==> config.mk <==
export PLATFORM = sky130hd
export DESIGN_NAME = io_responder
export DESIGN_NICKNAME = d
export VERILOG_FILES = /design/src/rtl/io_pkg.sv /design/src/rtl/bcd_seq_converter.sv /design/src/rtl/io_responder.sv
export SDC_FILE = /design/constraint.sdc
export NUM_CORES = 1
export LEC_CHECK = 0
export CAP_MARGIN = 25
export CORE_ASPECT_RATIO = 1.2
export CORE_MARGIN = 3
export CORE_UTILIZATION = 34
export CTS_CLUSTER_DIAMETER = 120
export DETAILED_ROUTE_END_ITERATION = 10
export GPL_ROUTABILITY_DRIVEN = 0
export PLACE_DENSITY = 0.64
export SYNTH_ARGS = -nofsm -noshare
export SYNTH_HDL_FRONTEND = slang
export SYNTH_SLANG_ARGS = --single-unit
==> constraint.sdc <==
create_clock -name clk -period 5 [get_ports clk]
set_clock_uncertainty 0.2 [all_clocks]
set_input_delay 0.5 -clock clk [delete_from_list [all_inputs] [get_ports clk]]
set_output_delay 0.5 -clock clk [all_outputs]
set_load 0.005 [all_outputs]
==> src/rtl/io_pkg.sv <==
// io_pkg
// Shared definitions for the CPU-facing IO responder: the controller state
// encoding, the command codes seen on cmd, the largest value the three-digit
// display can show, and the number of shift-and-add-3 steps needed for a
// 10-bit binary value.
package io_pkg;

    typedef enum logic [1:0] {
        IDLE       = 2'd0,
        WAIT_PRESS = 2'd1,
        CONVERT    = 2'd2,
        RESPOND    = 2'd3
    } state_t;

    localparam logic [1:0]  CMD_IN      = 2'b01;
    localparam logic [1:0]  CMD_OUT     = 2'b10;
    localparam logic [31:0] MAX_DISPLAY = 32'd999;
    localparam logic [3:0]  CONV_STEPS  = 4'd10;

endpackage

==> src/rtl/bcd_seq_converter.sv <==
// bcd_seq_converter
// Iterative binary-to-BCD converter (double dabble), one shift-and-add-3 step
// per clock on a 12-bit BCD register.
// Ports:
//   clk, reset          system clock, synchronous active-high reset
//   start               load value and begin a conversion
//   value[9:0]          binary value to convert (0..999)
//   hundreds/tens/ones  BCD digits, valid when done is high
//   done                one-cycle pulse, high the cycle after the last step
module bcd_seq_converter
    import io_pkg::*;
(
    input  logic       clk,
    input  logic       reset,
    input  logic       start,
    input  logic [9:0] value,
    output logic [3:0] hundreds,
    output logic [3:0] tens,
    output logic [3:0] ones,
    output logic       done
);

    logic [9:0]  shiftBin;
    logic [11:0] bcd;
    logic [11:0] bcdAdj;
    logic [3:0]  stepCnt;
    logic        running;

    // Any digit of 5 or more gets +3 so the following left shift carries
    // correctly into the next decade.
    function automatic logic [11:0] addThree(input logic [11:0] b);
        logic [11:0] r;
        r = b;
        for (int i = 0; i < 3; i++) begin
            if (r[i*4 +: 4] >= 4'd5) begin
                r[i*4 +: 4] = r[i*4 +: 4] + 4'd3;
            end
        end
        return r;
    endfunction

    assign bcdAdj   = addThree(bcd);
    assign hundreds = bcd[11:8];
    assign tens     = bcd[7:4];
    assign ones     = bcd[3:0];

    always_ff @(posedge clk) begin
        if (reset) begin
            running  <= 1'b0;
            done     <= 1'b0;
            stepCnt  <= '0;
            shiftBin <= '0;
            bcd      <= '0;
        end else begin
            done <= 1'b0;
            if (start) begin
                shiftBin <= value;
                bcd      <= '0;
                stepCnt  <= '0;
                running  <= 1'b1;
            end else if (running) begin
                bcd      <= {bcdAdj[10:0], shiftBin[9]};
                shiftBin <= {shiftBin[8:0], 1'b0};
                stepCnt  <= stepCnt + 4'd1;
                if (stepCnt == CONV_STEPS - 4'd1) begin
                    running <= 1'b0;
                    done    <= 1'b1;
                end
            end
        end
    end

endmodule

==> src/rtl/io_responder.sv <==
// io_responder
// Services CPU IN/OUT requests for a simple board: IN waits for a button
// press and returns the switches, OUT shows a value on three BCD digits.
// Ports:
//   clk, reset                   system clock, synchronous active-high reset
//   req, cmd[1:0], wdata[31:0]   CPU request (cmd 01 = IN, 10 = OUT, else NOP)
//   botao, switches[3:0]         debounced button level and data switches
//   ack                          one-cycle completion pulse
//   rdata[31:0]                  result of the last completed IN
//   busy, waiting_in             controller not idle / waiting for a press
//   timeout                      set in the ack cycle of a timed-out IN
//   overflow                     last OUT value was above 999
//   unidade, dezena, centena     BCD display digits
// IN_TIMEOUT: cycles to wait for a press before IN gives up (0 = forever).
module io_responder
    import io_pkg::*;
#(
    parameter int unsigned IN_TIMEOUT = 0
) (
    input  logic        clk,
    input  logic        reset,
    input  logic        req,
    input  logic [1:0]  cmd,
    input  logic [31:0] wdata,
    input  logic        botao,
    input  logic [3:0]  switches,
    output logic        ack,
    output logic [31:0] rdata,
    output logic        busy,
    output logic        waiting_in,
    output logic        timeout,
    output logic        overflow,
    output logic [3:0]  unidade,
    output logic [3:0]  dezena,
    output logic [3:0]  centena
);

    state_t      state;
    logic        botaoQ;
    logic        botaoPrev;
    logic        rise;
    logic        respondOvf;
    logic        outOfRange;
    logic        convStart;
    logic        convDone;
    logic [3:0]  convHund;
    logic [3:0]  convTens;
    logic [3:0]  convOnes;
    logic [31:0] waitCnt;

    // The edge detector runs in every state, so a button already held when
    // IN is accepted shows no rising edge afterwards.
    assign rise       = botaoQ & ~botaoPrev;
    assign outOfRange = wdata > MAX_DISPLAY;
    // The converter captures wdata on the same edge the FSM accepts the OUT.
    assign convStart  = (state == IDLE) && req && !ack && (cmd == CMD_OUT) && !outOfRange;

    bcd_seq_converter conv (
        .clk      (clk),
        .reset    (reset),
        .start    (convStart),
        .value    (wdata[9:0]),
        .hundreds (convHund),
        .tens     (convTens),
        .ones     (convOnes),
        .done     (convDone)
    );

    always_ff @(posedge clk) begin
        if (reset) begin
            state      <= IDLE;
            ack        <= 1'b0;
            rdata      <= '0;
            busy       <= 1'b0;
            waiting_in <= 1'b0;
            timeout    <= 1'b0;
            overflow   <= 1'b0;
            unidade    <= '0;
            dezena     <= '0;
            centena    <= '0;
            waitCnt    <= '0;
            respondOvf <= 1'b0;
            botaoQ     <= botao;
            botaoPrev  <= botao;
        end else begin
            botaoQ    <= botao;
            botaoPrev <= botaoQ;
            ack       <= 1'b0;
            timeout   <= 1'b0;
            case (state)
                IDLE: begin
                    // ack still high means the previous request is only now
                    // completing; the CPU has not had a chance to drop req.
                    if (req && !ack) begin
                        busy    <= 1'b1;
                        waitCnt <= '0;
                        if (cmd == CMD_IN) begin
                            state      <= WAIT_PRESS;
                            waiting_in <= 1'b1;
                        end else if (cmd == CMD_OUT && !outOfRange) begin
                            state <= CONVERT;
                        end else begin
                            state      <= RESPOND;
                            respondOvf <= (cmd == CMD_OUT);
                        end
                    end
                end
                WAIT_PRESS: begin
                    // A press seen in the same cycle as the timeout wins.
                    if (rise) begin
                        rdata      <= {28'b0, switches};
                        ack        <= 1'b1;
                        busy       <= 1'b0;
                        waiting_in <= 1'b0;
                        state      <= IDLE;
                    end else if (IN_TIMEOUT != 0 && waitCnt == IN_TIMEOUT) begin
                        rdata      <= '0;
                        ack        <= 1'b1;
                        timeout    <= 1'b1;
                        busy       <= 1'b0;
                        waiting_in <= 1'b0;
                        state      <= IDLE;
                    end else if (IN_TIMEOUT != 0) begin
                        waitCnt <= waitCnt + 32'd1;
                    end
                end
                CONVERT: begin
                    // Digits stay frozen until the conversion is complete.
                    if (convDone) begin
                        centena  <= convHund;
                        dezena   <= convTens;
                        unidade  <= convOnes;
                        overflow <= 1'b0;
                        ack      <= 1'b1;
                        busy     <= 1'b0;
                        state    <= IDLE;
                    end
                end
                RESPOND: begin
                    if (respondOvf) begin
                        centena  <= 4'd9;
                        dezena   <= 4'd9;
                        unidade  <= 4'd9;
                        overflow <= 1'b1;
                    end
                    ack   <= 1'b1;
                    busy  <= 1'b0;
                    state <= IDLE;
                end
                default: state <= IDLE;
            endcase
        end
    end

endmodule

==> impl_metrics.env <==
export IMPL_rsz0062_at_grt="no"
export IMPL_tns_ps=0
export IMPL_synth_ff_type="dfxtp_1"
export IMPL_area_growth_pct=24.0
export IMPL_period_needed_ps=2400
export IMPL_yosysMostFrequentCell="dfxtp_1"
export IMPL_synthArstFlopShare_pct=0
export IMPL_avgSynthCellArea_um2=9.07
export IMPL_dp_hpwl_um=4030
export IMPL_slowest_stage="nor4_4"
export IMPL_timing_fmax_ghz=0.416
export IMPL_leakagePower_nw=1.22
export IMPL_cts_resized=0
export IMPL_slew_violations=0
export IMPL_ir_drop_v=0.000117
export IMPL_antenna_found_initial=0
export IMPL_drt_iter0_drc=64
export IMPL_yosysTopAreaCell="dfxtp_1"
export IMPL_diodes=0
export IMPL_max_stage_delay_ps=440
export IMPL_crit_arrival_ps=2370
export IMPL_clk_pin_slew_ps=90
export IMPL_multi_input_area_um2=1370
export IMPL_fillers=750
export IMPL_maxCapViolCount=0
export IMPL_htreeDepth=2
export IMPL_cts_hold_buf=0
export IMPL_drt_vias_per_instance=4.79
export IMPL_wl_per_cell_um=12.3
export IMPL_numCtsBuffers=5
export IMPL_max_slew_worst_pin_slew_ps=944
export IMPL_antenna_left=0
export IMPL_syn_inst=294
export IMPL_cts_tree="built"
export IMPL_status="completed"
export IMPL_crit_family="simple AND/OR/NAND/NOR gates"
export IMPL_fin_crit_sh_pct=48.1
export IMPL_path_cells="clkdlybuf4s50_1 > nor4_1 > nand4_1 > nor4_4 > buf_6 > mux2i_1 > nor2_1"
export IMPL_seqCellArea_um2=1060
export IMPL_critPathBufInv=2
export IMPL_p_per_area_nw_per_um2=228
export IMPL_finalSetupViolCount=0
export IMPL_cts_root_buffer="clkbuf_8"
export IMPL_required_ps=4960
export IMPL_dieWidth_um=86.8
export IMPL_track_usage_pct=12.8
export IMPL_netlist_area_um2=2670
export IMPL_nNetsFinal=399
export IMPL_yosysTopAreaCellShare_pct=39.8
export IMPL_hold_class="flip-flop to flip-flop"
export IMPL_wl_um=5400
export IMPL_synth_edff_count=0
export IMPL_post_cts_setup_buffer_count=0
export IMPL_slew_headroom_pct=37.1
export IMPL_path_class="input pin to flip-flop"
export IMPL_drc_errors=0
export IMPL_num_vias=2104
export IMPL_boundaryPins=91
export IMPL_synthDistinctLibCells=37
export IMPL_die_area_um2=8940
export IMPL_overflow=0
export IMPL_grt_pass1_vias=1983
export IMPL_synth_seq_area_share_pct=39.8
export IMPL_io_buffer_count=61
export IMPL_worst_setup_path_end_kind="flip-flop"
export IMPL_cp_max_fo=15
export IMPL_yosys_register_bits=53
export IMPL_drive_gt1_share_pct=7.16
export IMPL_grt_pass1_wl_um=9230
export IMPL_core_rowCount=34
export IMPL_fin_util_pct=44.4
export IMPL_clk_latency_ps=300
export IMPL_synth_area_leaders="dfxtp_1 40%, mux2i_1 9.0%, buf_4 8.4%"
export IMPL_grt_max_degree=55
export IMPL_core_area_um2=7440
export IMPL_start_kind="input pin"
export IMPL_clock_sinks=53
export IMPL_cts_buffer_depth=2
export IMPL_yosys_warnings=0
export IMPL_synthTopCellsByCount="53 x dfxtp_1, 37 x nor2_1, 30 x buf_4"
export IMPL_finalHoldViolCount=0
export IMPL_firstDrtPassIters=4
export IMPL_die_y_um=103
export IMPL_initial_core_util_pct=35.8
worst min-delay path, stage by stage (launching register included):
cell	delay [ps]
dfxtp_1	310
inv_1	60
o41ai_1	70
power breakdown:
| group | switching (mW) | internal, mW | leakage, nW |
|---|---|---|---|
| clock network | 0.135 | 0.110 | 0.0443 |
| logic | 0.0296 | 0.0438 | 0.747 |
| registers | 0.00720 | 0.428 | 0.428 |
kinds of logic (layout without fill, tap and decap cells):
kind of cell,count (synthesis),count (layout),synth area share [%]
XOR/XNOR,8,8,2.63
AND/OR/NAND/NOR,96,96,19.0
buffers and inverters,55,82,12.6
AO/OA/AOI/OAI,39,39,8.87
other,1,29,0.141
multiplexers,34,34,13.2
adder cells (fa/ha/maj),8,8,3.75
flip-flops,53,53,39.8
cell usage in the layout, fill, tap and decap left out, types with 7 or more instances in the layout:
cell type,synthesis,layout
dfxtp_1,53,53
inv_1,11,11
mux2i_1,24,24
ha_1,8,8
mux2_2,10,10
nor2_1,37,37
a22oi_1,7,7
clkdlybuf4s50_1,0,60
a21oi_1,15,15
o21ai_0,9,9
nor3_1,22,22
conb_1,1,29
flip-flops by register name (all words and copies together) (netlist names), 2 cells and up:
register       cells
conv.bcd          12
conv.shiftBin     10
centena            4
conv.stepCnt       4
dezena             4
rdata              4
unidade            4
state              2
metal layers:
metal	GRT usage [%]	vias up	routed length [um]
met5	0	-	0
met4	3.24	0	61
met3	2.72	6	262
met2	23.0	53	2760
met1	15.4	983	2320
li1	-	1062	-
stage by stage:
step	cell area [um2]	instances	hold slack, ps	power, mW	setup WS [ps]
after floorplan	2770	322	244	0.491	3000
after global placement	3210	431	256	0.518	1740
after detailed placement	3220	432	262	0.518	2260
after CTS	3310	439	277	0.763	2570
after global routing	3310	439	295	0.789	2480
final	3310	439	274	0.754	2600
final timing paths:
path         slack, ps  depth (start not counted)                       endpoint                          start
max reg2reg       2860                          5  conv.shiftBin[4]$_SDFFE_PP0P_          state[1]$_SDFFE_PP0P_
min                270                          2  conv.shiftBin[0]$_SDFFE_PP0P_  conv.shiftBin[0]$_SDFFE_PP0P_
max               2600                          7  conv.shiftBin[4]$_SDFFE_PP0P_                      wdata[14]
min reg2reg        270                          2  conv.shiftBin[0]$_SDFFE_PP0P_  conv.shiftBin[0]$_SDFFE_PP0P_
final cells by class:
class                      count  area share (%)
sequential                    53            32.1
timing repair buffer          64            19.1
inverter                      11            1.25
tap                           90            3.41
multi-input combinational    214            41.5
clock buffer                   7            2.61
No activity file was read; power rests on OpenSTA's default activity.
